--- src/rtl/imem_loadable.sv ---
// imem_loadable: loadable program RAM with streaming load port and 1-cycle registered IF fetch (optional IMEM_MISALIGN_TRAP_EN traps misaligned fetches)
module imem_loadable #(
  parameter int DATA_W = 32,
  parameter int DEPTH = 64,
  parameter int ADDR_W = 32,
  parameter logic [DATA_W-1:0] NOP_WORD = '0
) (
  input  logic                     clk,
  input  logic                     reset,
  input  logic                     ld_start,
  input  logic                     ld_valid,
  input  logic [DATA_W-1:0]        ld_data,
  input  logic                     ld_last,
  output logic                     ld_ready,
  output logic                     ld_done,
  output logic [$clog2(DEPTH):0]   prog_len,
  input  logic                     fetch_en,
  input  logic [ADDR_W-1:0]        addr,
  input  logic                     stall,
  output logic [DATA_W-1:0]        instr,
  output logic                     instr_valid,
  output logic                     oob_err
);
  localparam int AW = $clog2(DEPTH);
  typedef enum logic {RUN, LOAD} state_e;
  state_e state_q, state_d;
  logic [AW-1:0] wptr_q, wptr_d;
  logic [AW:0] prog_len_q, prog_len_d;
  logic ld_done_q, ld_done_d;
  logic [DATA_W-1:0] instr_q, instr_d;
  logic instr_valid_q, instr_valid_d;
  logic oob_err_q, oob_err_d;
  logic we;
  logic bad;
  logic [DATA_W-1:0] mem [DEPTH] = '{default: NOP_WORD};
  wire [AW-1:0] ridx = addr[AW+1:2];
  wire in_range = addr[ADDR_W-1:AW+2] == '0;
`ifdef IMEM_MISALIGN_TRAP_EN
  assign bad = !in_range || (addr[1:0] != 2'b00);
`else
  logic unused_lsb;
  assign unused_lsb = ^addr[1:0];
  assign bad = !in_range;
`endif
  always_comb begin
    state_d = state_q;
    wptr_d = wptr_q;
    prog_len_d = prog_len_q;
    ld_done_d = 1'b0;
    instr_d = instr_q;
    instr_valid_d = instr_valid_q;
    oob_err_d = oob_err_q;
    we = 1'b0;
    if (state_q == RUN) begin
      if (ld_start) begin
        state_d = LOAD;
        wptr_d = '0;
        instr_valid_d = 1'b0;
        oob_err_d = 1'b0;
      end else if (!stall) begin
        instr_valid_d = fetch_en;
        oob_err_d = fetch_en & bad;
        instr_d = !fetch_en ? instr_q : bad ? NOP_WORD : mem[ridx];
      end
    end else begin
      instr_valid_d = 1'b0;
      oob_err_d = 1'b0;
      if (ld_start) wptr_d = '0;
      else if (ld_valid) begin
        we = 1'b1;
        wptr_d = wptr_q + 1'b1;
        if (ld_last || wptr_q == AW'(DEPTH - 1)) begin
          prog_len_d = {1'b0, wptr_q} + 1'b1;
          ld_done_d = 1'b1;
          state_d = RUN;
        end
      end
    end
  end
  always_ff @(posedge clk) begin
    if (reset) begin
      state_q <= RUN;
      wptr_q <= '0;
      prog_len_q <= '0;
      ld_done_q <= 1'b0;
      instr_q <= NOP_WORD;
      instr_valid_q <= 1'b0;
      oob_err_q <= 1'b0;
    end else begin
      state_q <= state_d;
      wptr_q <= wptr_d;
      prog_len_q <= prog_len_d;
      ld_done_q <= ld_done_d;
      instr_q <= instr_d;
      instr_valid_q <= instr_valid_d;
      oob_err_q <= oob_err_d;
    end
  end
  always_ff @(posedge clk) if (we) mem[wptr_q] <= ld_data;
  assign ld_ready = state_q == LOAD;
  assign ld_done = ld_done_q;
  assign prog_len = prog_len_q;
  assign instr = instr_q;
  assign instr_valid = instr_valid_q;
  assign oob_err = oob_err_q;
endmodule

--- config.mk ---
export PLATFORM = sky130hd
export DESIGN_NAME = imem_loadable
export DESIGN_NICKNAME = d
export VERILOG_FILES = /design/src/rtl/imem_loadable.sv
export SDC_FILE = /design/constraint.sdc
export NUM_CORES = 2
export LEC_CHECK = 0
export ABC_AREA = 1
export CORE_ASPECT_RATIO = 1.75
export CORE_MARGIN = 2
export CORE_UTILIZATION = 30
export CTS_BUF_LIST = sky130_fd_sc_hd__clkbuf_8
export DETAILED_ROUTE_END_ITERATION = 8
export MAX_ROUTING_LAYER = met4
export REMOVE_ABC_BUFFERS = 1
export SLEW_MARGIN = 40
export SYNTH_ARGS = -nofsm -noshare
export SYNTH_HDL_FRONTEND = slang
export SYNTH_SLANG_ARGS = --single-unit
export TNS_END_PERCENT = 100
--- constraint.sdc ---
create_clock -name clk -period 10.2 [get_ports clk]
set_input_delay 1.02 -clock clk [delete_from_list [all_inputs] [get_ports clk]]
set_output_delay 1.02 -clock clk [all_outputs]
set_load 0.02 [all_outputs]
==> impl_metrics.ini <==
[power_and_ir_drop]
power_uw = 16640
irDropWorstVdd_uv = 90.66
cellLeakagePower_uw = 0.03221
cellPowerDensity_nw_per_um2 = 176.5

[routing]
drtIter0Drc = 5070
wl_per_cell_um = 23.01
antenna_violation_net_count_after_detailed_routing = 0
detail_route.first_pass.iterations = 8
drc = 0
route.vias.total = 55744
drt-total-wl_um = 249500
detail_route.vias_per_cell = 5.141

[placed_design]
finalWeightedCongestion = 0.8082
placement.io_buffers = 111
placement.cell_area_um2 = 88770
dpl.hpwl_um = 131900
placedCellCount = 10327

[worst_setup_path]
worst_ep_arrival_time_ns = 5.21
critical_path.n_buffers_inverters = 4
crit_path_top_delay_cell = buf_4
critical_path_class = in2reg
critPathMaxStageDelay_ns = 0.77
critical_path_depth = 12
worst_r2r_path_depth = 7
path_delay_family = buffers and inverters
critPathMaxFanout = 166
path_cells = buf_8 -> buf_4 -> buf_4 -> buf_12 -> nand2_1 -> nand3_1 -> nand3_1 -> nand3_1 -> nand3_1 -> nand3_1 -> nand3_1 -> a21oi_1
worst-endpoint-required_ns = 11.08
crit_top_cell = nand3_1
end_kind = register
worstSetupStartpointType = input pin

[cells_and_area]
nFillCells = 26746
layout-area-overhead-vs-synth_pct = 12.52
postLayoutCoreUtil_pct = 33.94
layout-drive-gt1-share_pct = 8.652
instances_no_fill = 10844
fin_area_um2 = 94260
net_count_reported_at_finish = 7091

[cts]
htree_levels = 5
clock_tree_buffer_depth = 4
cts_tree = yes
cts_root_buffer = clkbuf_8
clock-sinks = 2097
cts_buffer_count = 298
cts.repair_timing.setup_buffer_count = 0
postCtsHoldBufs = 0
clkSlewWorstSetupHoldPaths_ns = 0.08
cts-resized-gates = 0
insertion_delay_ns = 0.95

[sta]
setup_viol = 0
final_sum_of_negative_setup_slack_ns = 0
max_slew.worst_pin.slew_ns = 0.9515
finalMaxSlewViolations = 0
rsz_0062_raised_after_global_routing = no
clock-skew-final_ns = 0.08025
final_hold_viol_count = 0
finalCriticalPeriod_ns = 4.327
max-slew-margin-rel_pct = 36.56
clock.fmax_ghz = 0.2311
final.period_utilization_pct = 42.42

[global_routing]
first_global_vias = 55100
met3_capacity_usage_during_global_routing_pct = 2.752
groute.usage.overall_pct = 17.59
top_usage_layer = met2
grt.met2_usage_pct = 30.59
met1_usage_grt_pct = 18.97
grt_pass1_wl_um = 360400
gr-total-overflow = 0
grt_max_degree = 205
number_of_antenna_violations_at_the_first_check_in_global_routing = 12

[floorplanning]
fp-row-count = 256
die_y_um = 703.1
placeableCoreArea_um2 = 277700
initial_core_util_pct = 30.17
io-pin-count = 114
die_area_um2 = 283700
floorplan.die.width_um = 403.5

[outcome]
outcome = complete, no violations

[logic_synthesis]
netlist_area_um2 = 83780
synth-edff-count = 2048
synthFlopType = edfxtp_1
synth.top_cells.by_count = 2228 x nand2_1, 2048 x edfxtp_1, 1975 x nand3_1, 267 x buf_2, 82 x clkbuf_1
async_reset_ff_share_pct = 0
ys.warnings.count = 0
mean_syn_cell_area_um2 = 12.10
postSynthCellCount = 6925
synth_seq_area_share_pct = 74.58
yosys.area.top_type_share_pct = 73.41
synth_top_area_cell = edfxtp_1
synth.most_common_cell = nand2_1
post_synth_num_cell_types = 27
yosys-top-cells-area = edfxtp_1 73%, nand3_1 12%, nand2_1 10%, buf_2 1.6%, dfxtp_1 1.2%
synth-seq-cells = 2097

[job]
max_cap_violations = 0

[worst_hold_path]
hold_path.class = reg2reg
holdPathStages = 2
==> layer usage <==
layer | up-vias | part of all wire [%]
li1 | 24840 | -
met1 | 27805 | 36
met2 | 2442 | 51
met3 | 657 | 7.0
met4 | 0 | 5.9
met5 | - | 0
==> worst paths after layout <==
kind	from	end	slack [ns]
setup / recovery	addr[2]	instr[1]$_SDFFE_PP0P_	5.87
hold / removal	oob_err$_SDFFE_PP0N_	oob_err$_SDFFE_PP0N_	0.46
setup reg to reg	ld_ready$_SDFF_PP0_	mem[28][28]$_DFFE_PP_	6.38
hold reg to reg	oob_err$_SDFFE_PP0N_	oob_err$_SDFFE_PP0N_	0.46
==> layout make-up <==
| class | count | area [µm²] | area share [%] |
|---|---|---|---|
| Antenna cell | 8 | 20.02 | 0.02124 |
| Clock buffer | 306 | 4212 | 4.468 |
| Clock inverter | 199 | 1130 | 1.199 |
| Inverter | 23 | 122.6 | 0.1301 |
| Multi-Input combinational cell | 4345 | 19420 | 20.60 |
| Sequential cell | 2097 | 62480 | 66.28 |
| Tap cell | 3612 | 4519 | 4.794 |
| Timing Repair Buffer | 254 | 2360 | 2.503 |
==> layout by cell type (no fill, tap or decap), types with 3 or more instances in the layout <==
cell and count:
diode_2 8, clkbuf_8 306, nor2_1 11, nor2_4 63, nand3_2 3, nand2_1 2228
a21oi_1 40, buf_16 6, buf_2 21, inv_8 3, o21ai_0 3, clkinv_2 36
clkdlybuf4s50_1 72, inv_1 89, buf_8 3, buf_12 11, nand3_1 1972, buf_4 129
buf_6 12, inv_6 4, dfxtp_1 49, bufinv_16 11, clkinv_1 69, nor4_1 6
xor2_1 3, edfxtp_1 2048, clkinvlp_4 7
==> cells by family after synthesis <==
kind of cell / after synthesis / synth area share (%)
flops: 2097 / 74.58
xor+xnor: 3 / 0.03137
fa+ha+maj: 1 / 0.01493
simple gates: 4297 / 22.27
compound gates: 44 / 0.2673
buf+inv: 483 / 2.838
==> power breakdown <==
part           switching, µW  leakage (µW)  internal [µW]
logic                    720        0.0104            235
registers               1.88        0.0188           9450
clock network           3170       0.00301           3060
==> metrics by stage <==
step | hold WS (ns) | setup slack [ns]
global route | 0.4867 | 5.704
CTS | 0.4688 | 5.880
floorplan | 0.4768 | 0.5863
finish | 0.4629 | 5.873
global placement | 0.4427 | 4.925
detailed placement | 0.4602 | 4.872
==> flip-flops by register name (all words and copies together) (netlist names) <==
name,cells
ld_ready,1
instr_valid,1
oob_err,1
ld_done,1
mem,2048
prog_len,7
wptr_q,6
instr,32
==> worst min-delay path: cells and delay by family (launching register included) <==
| family | cells | cell delay (ns) |
|---|---|---|
| flip-flops | 1 | 0.31 |
| AND/OR/NAND/NOR | 1 | 0.05 |
| AO/OA/AOI/OAI | 1 | 0.06 |
No activity file was read; power rests on OpenSTA's default activity.
